`src/rtl/hamming_frame_seq.sv`:
```
// Frame sequencer for a serial Hamming-distance accumulator.
// Accepts one operand pair with its threshold, clears the external
// accumulator, streams the operand bits LSB first, then captures the
// accumulated distance and threshold comparison for a downstream consumer.
module hamming_frame_seq #(
   parameter int N  = 32,
   parameter int CW = 6
) (
   input  logic          clk,
   input  logic          rst,
   input  logic          in_valid,
   output logic          in_ready,
   input  logic [N-1:0]  g_word,
   input  logic [N-1:0]  e_word,
   input  logic [CW-1:0] thresh,
   output logic          g_bit,
   output logic          e_bit,
   output logic          acc_rst,
   input  logic [CW-1:0] acc_o,
   output logic [CW-1:0] dist_out,
   output logic          match,
   output logic          dist_valid,
   input  logic          dist_ready
);

   localparam int IW = (N > 1) ? $clog2(N) : 1;

   typedef enum logic [1:0] {
      IDLE,
      CLEAR,
      SHIFT,
      DONE
   } state_t;

   state_t         state;
   state_t         state_nx;
   logic [N-1:0]   g_reg;
   logic [N-1:0]   e_reg;
   logic [CW-1:0]  th_reg;
   logic [IW-1:0]  idx;
   logic           last;
   logic           accept;
   logic           capture;

   assign last = (idx == IW'(N - 1));

   // State register; reset returns to IDLE from any state, aborting a frame.
   always_ff @(posedge clk) begin
      if (rst) begin
         state <= IDLE;
      end else begin
         state <= state_nx;
      end
   end

   // Next-state and output decode; rst gates every handshake/serial output
   // combinationally so nothing leaks during the reset cycle itself.
   always_comb begin
      state_nx   = state;
      in_ready   = 1'b0;
      acc_rst    = rst;
      g_bit      = 1'b0;
      e_bit      = 1'b0;
      dist_valid = 1'b0;
      accept     = 1'b0;
      capture    = 1'b0;
      case (state)
         IDLE: begin
            in_ready = ~rst;
            if (in_valid && !rst) begin
               accept   = 1'b1;
               state_nx = CLEAR;
            end
         end
         CLEAR: begin
            acc_rst  = 1'b1;
            state_nx = SHIFT;
         end
         SHIFT: begin
            g_bit = ~rst & g_reg[idx];
            e_bit = ~rst & e_reg[idx];
            if (last) begin
               capture  = 1'b1;
               state_nx = DONE;
            end
         end
         DONE: begin
            dist_valid = ~rst;
            if (dist_ready) begin
               state_nx = IDLE;
            end
         end
         default: begin
            state_nx = IDLE;
         end
      endcase
   end

   // Operand capture, bit index and result registers.
   always_ff @(posedge clk) begin
      if (rst) begin
         idx      <= '0;
         dist_out <= '0;
         match    <= 1'b0;
      end else begin
         if (accept) begin
            g_reg  <= g_word;
            e_reg  <= e_word;
            th_reg <= thresh;
         end
         if (state == SHIFT) begin
            idx <= last ? '0 : idx + IW'(1);
         end
         if (capture) begin
            dist_out <= acc_o;
            match    <= (acc_o <= th_reg);
         end
      end
   end

endmodule

```
`config.mk`:
```
export PLATFORM = sky130hd
export DESIGN_NAME = hamming_frame_seq
export DESIGN_NICKNAME = d
export VERILOG_FILES = /design/src/rtl/hamming_frame_seq.sv
export SDC_FILE = /design/constraint.sdc
export NUM_CORES = 1
export LEC_CHECK = 0
export ABC_AREA = 1
export CAP_MARGIN = 20
export CORE_ASPECT_RATIO = 0.75
export CORE_MARGIN = 3
export CORE_UTILIZATION = 29
export CTS_BUF_LIST = sky130_fd_sc_hd__clkbuf_4 sky130_fd_sc_hd__clkbuf_8
export CTS_CLUSTER_SIZE = 25
export DETAILED_ROUTE_END_ITERATION = 7
export GPL_TIMING_DRIVEN = 0
export PLACE_DENSITY = 0.52
export SLEW_MARGIN = 25
export SYNTH_ARGS = -nofsm -noshare
export SYNTH_HDL_FRONTEND = slang
export SYNTH_SLANG_ARGS = --single-unit
```
`constraint.sdc`:
```
create_clock -name clk -period 10.4 [get_ports clk]
set_clock_uncertainty 0.15 [all_clocks]
set_input_delay 1.56 -clock clk [delete_from_list [all_inputs] [get_ports clk]]
set_output_delay 1.56 -clock clk [all_outputs]
set_load 0.01 [all_outputs]
```
# Word-level counts from Yosys, hierarchy flattened
# Cells that the tools add are included.
# classes
n_addsub	1
n_eq_ne	7
n_bitwise	3
mux	18
reduce_logical	5
magnitude_cmp	2
# op_table
operator	count
1-bit 2-to-1 mux	11
1-bit binary-select mux with 5-bit select	2
2-bit case mux with 4 select lines	1
6-bit <= comparator	1
5-bit by 6-bit < comparator with 1-bit output, second input constant	1
2-bit 2-to-1 mux	3
2-bit != test, second input constant	3
5-bit by 1-bit adder with 5-bit output, second input constant	1
5-bit == test, second input constant	1
5-bit 2-to-1 mux	1
2-bit == test, second input constant	2
3-bit AND reduction	1
1-bit AND	2
2-bit by 1-bit == test with 1-bit output, second input constant	1
2-bit zero test	1
2-bit AND reduction	1
1-bit logical AND	1
1-bit zero test	1
1-bit inverter	1
# word_totals
inputBits	80
out_inout_bits	12
reg_bits	84
wordCells	43

# Depth between registers and ports, before layout
# depth
word_depth	5
ltp_mapped	11
mapped_depth_nobuf	11

# Least setup slack after synthesis
# Ideal clock, no wire load.
# synth_timing
path_type	input-to-reg
startpoint	input rst
endpoint	register e_reg[0], enable pin
required_time_ps	9752
path_stages	4
setup_ps	498
arrival_ps	4857
path_slack_ps	4895
path_buffers	1
cell_sequence	inv_1 -> clkbuf_1 -> nand2_1 -> nor2_1
# synth_between
elab_chain_cells	5
word_cells_on_any_way	6
cone_classes	2 x mux; 1 x bitwise; 3 x reduce/logical
# synth_lines
element	line	text
from (decl)	10	input logic rst,
1-bit zero test	70	if (in_valid && !rst) begin
1-bit logical AND	70	
1-bit 2-to-1 mux	70	
1-bit 2-to-1 mux	67	case (state)
2-bit AND reduction (no source line) *	-	
to (signal assigned)	108	e_reg <= e_word;
to (decl)	38	logic [N-1:0] e_reg;
# Mark *: on every way between the ends. The rest lies on a longest branch, timed or not.
# A chain may end at the register's enable or synchronous reset.

# Worst setup path after layout
# layout_timing
startpoint	input rst
endpoint	output g_bit
# layout_between
elab_chain_cells	3
# layout_lines
element	line	text
1-bit inverter (no source line)	-	
1-bit AND	80	g_bit = ~rst & g_reg[idx];
1-bit 2-to-1 mux	67	
to (decl)	16	output logic g_bit,
# No other way between the ends.

==> flow_metrics.tcl <==
set metrics [dict create \
    ys_types 21 \
    timing.fmax_ghz 0.211 \
    drc 0 \
    antennaDiodeCount 0 \
    initial_core_util_pct 30.4 \
    drt_iter0_markers 137 \
    pwr-share-comb_pct 25.8 \
    drtAntennaViolNets 0 \
    required_ps 8690 \
    portBuffers 91 \
    period_share_pct 45.6 \
    final_layout_size_suffix_gt1_share_pct 7.78 \
    p_clk_share_pct 25.9 \
    p_sw_uw 262 \
    antenna_found_initial 0 \
    synth.area.top_cells "edfxtp_1 (59%), nand2_1 (8.5%), dfxtp_1 (7.8%)" \
    yosysSeqAreaShare_pct 66.3 \
    clk_pin_slew_ps 80 \
    fin_util_pct 41.8 \
    yosysWarnings 0 \
    cts_inserted_buffers 9 \
    postLayoutCellArea_um2 4950 \
    fp.dieArea_um2 13800 \
    worstSetupPathType "in -> out" \
    cts_root_buf "clkbuf_8" \
    grt_overflow 0 \
    postCtsSetupRepairBufs 0 \
    syn-cell-area_um2 3590 \
    seqPwrFrac_pct 48.3 \
    routed_via_density 4.28 \
    finalSetupTns_ps 0 \
    setup_viol_count_final 0 \
    place_area_um2 4750 \
    fillers 1180 \
    grt-busiest-layer "met2" \
    power.internal_uw 629 \
    p_leak_nw 1.83 \
    worstMarginPinSlew_ps 627 \
    finalHoldViolCount 0 \
    grt_use_met3_pct 5.02 \
    power_density_nw_per_um2 180 \
    yosysTopAreaCellShare_pct 58.5 \
    clk_latency_ps 370 \
    cts.htree.levels 3 \
    place_hpwl_um 6240 \
    post-place-ws_ps 5640 \
    syn_avg_cell_area_um2 10.9 \
    timing.final.crit_period_ps 4750 \
    track_usage_pct 12.8 \
    cts_tree "built" \
    min_path_type "reg -> reg" \
    grt_pass1_wl_um 13100 \
    core_area_um2 11800 \
    rsz0062_at_grt "no" \
    drt-total-wl_um 8420 \
    gp_routability_congestion 0.745 \
    cts_resized 0 \
    wl_per_cell_um 14.0 \
    synthCells 328 \
    nets 525 \
    die_x_um 134 \
    vias 2566 \
    cp-start-kind "input port" \
    cap_violations 0 \
    io_pins 92 \
    rows 34 \
    switching_share_pct 29.4 \
    ir_drop_mv 0.0614 \
    crit_fanout 7 \
    ys_ff_latch 84 \
    grt_max_degree 28 \
    drtPass1Iterations 4 \
    clock-sinks 84 \
    grt_pass1_vias 2544 \
    die_y_um 102 \
    fin_total_pwr_uw 891 \
    slew_violations 0 \
    yosysTopAreaCell "edfxtp_1" \
    worstSetupEndpointType "output port" \
    use_met1_pct 17.9 \
    worst_slack_ps 5650 \
    ctsHoldBuffers 0 \
    slew_headroom_pct 58.1 \
    worstPathArrival_ps 3040 \
    outcome "complete, no violations" \
    synth_nets 421 \
    grt.met2_usage_pct 18.3 \
    max-clock-path-buffers 2 \
    area_growth_pct 37.8 \
]
## cell usage after synthesis (all sizes together)
cell type	instances
nand3	41
nor2	34
o211ai	1
inv	23
ha	13
xor2	1
nand2	81
dfxtp	14
nor3	3
clkbuf	1
o21ai	16
edfxtp	70
a21oi	17
a31oi	1
or2	1
buf	11
## through the flow
step	hold slack (ps)	std cells
floorplan	317	328
global placement	315	581
detailed placement	321	583
CTS	340	599
global route	372	599
finish	334	599
## area by class of cell
cell class	count	area [um^2]	area share, %
Tap cell	162	203	4.10
Sequential cell	84	2380	48.1
Buffer	12	104	2.10
Timing Repair Buffer	93	951	19.2
Clock inverter	6	65.1	1.31
Inverter	23	91.3	1.85
Multi-Input combinational cell	209	1020	20.6
Clock buffer	10	131	2.65
## critical path: stages
cell and delay (ps):
clkdlybuf4s50_1 540, nor2_1 200, nand2_1 80, nor2_1 90, clkdlybuf4s50_1 560
## power by group through the flow
stage | Sequential (mW) | Clock (mW) | Combinational (mW)
finish | 0.431 | 0.231 | 0.230
detailed placement | 0.438 | 0 | 0.234
CTS | 0.431 | 0.238 | 0.235
global route | 0.435 | 0.253 | 0.262
global placement | 0.444 | 0 | 0.223
floorplan | 0.438 | 0 | 0.144
## path summary, 6_finish.rpt
kind,cells past startpoint,slack [ps],start,end
max,5,5650,rst,g_bit
max reg2reg,5,8450,state[0],g_reg[2]
min reg2reg,2,330,dist_out[5],dist_out[5]
min,2,330,dist_out[5],dist_out[5]
## cells in the final DEF (no fill, tap or decap)
cell	Yosys	final
buf_2	2	2
clkbuf_1	1	1
ha_1	13	13
nor2_1	34	33
buf_6	6	6
a31oi_1	1	1
clkinv_2	0	1
inv_6	1	1
nand2_1	81	81
inv_2	1	1
xor2_1	1	1
or2_2	1	1
nor2_4	0	1
clkbuf_4	0	1
o211ai_1	1	1
nor3_1	2	2
o21ai_0	16	16
a21oi_1	17	17
bufinv_16	0	1
inv_1	21	21
edfxtp_1	70	70
clkdlybuf4s50_1	0	91
clkinvlp_4	0	4
buf_4	3	3
clkbuf_8	0	9
nand3_1	41	41
buf_12	0	2
dfxtp_1	14	14
nor3_2	1	1
## cells by family (layout without fill, tap and decap cells)
group	count (synthesis)	in the layout	synth area share [%]
simple gates	160	160	18.5
fa+ha+maj	13	13	4.53
buf+inv	35	144	5.44
compound gates	35	35	4.98
flops	84	84	66.3
xor+xnor	1	1	0.244
## per-layer routing
layer,vias up,share of wire [%]
met4,0,1.2
li1,1328,-
met1,1154,50
met3,11,5.8
met5,-,0
met2,73,43
(Power assumes the default switching activity.)
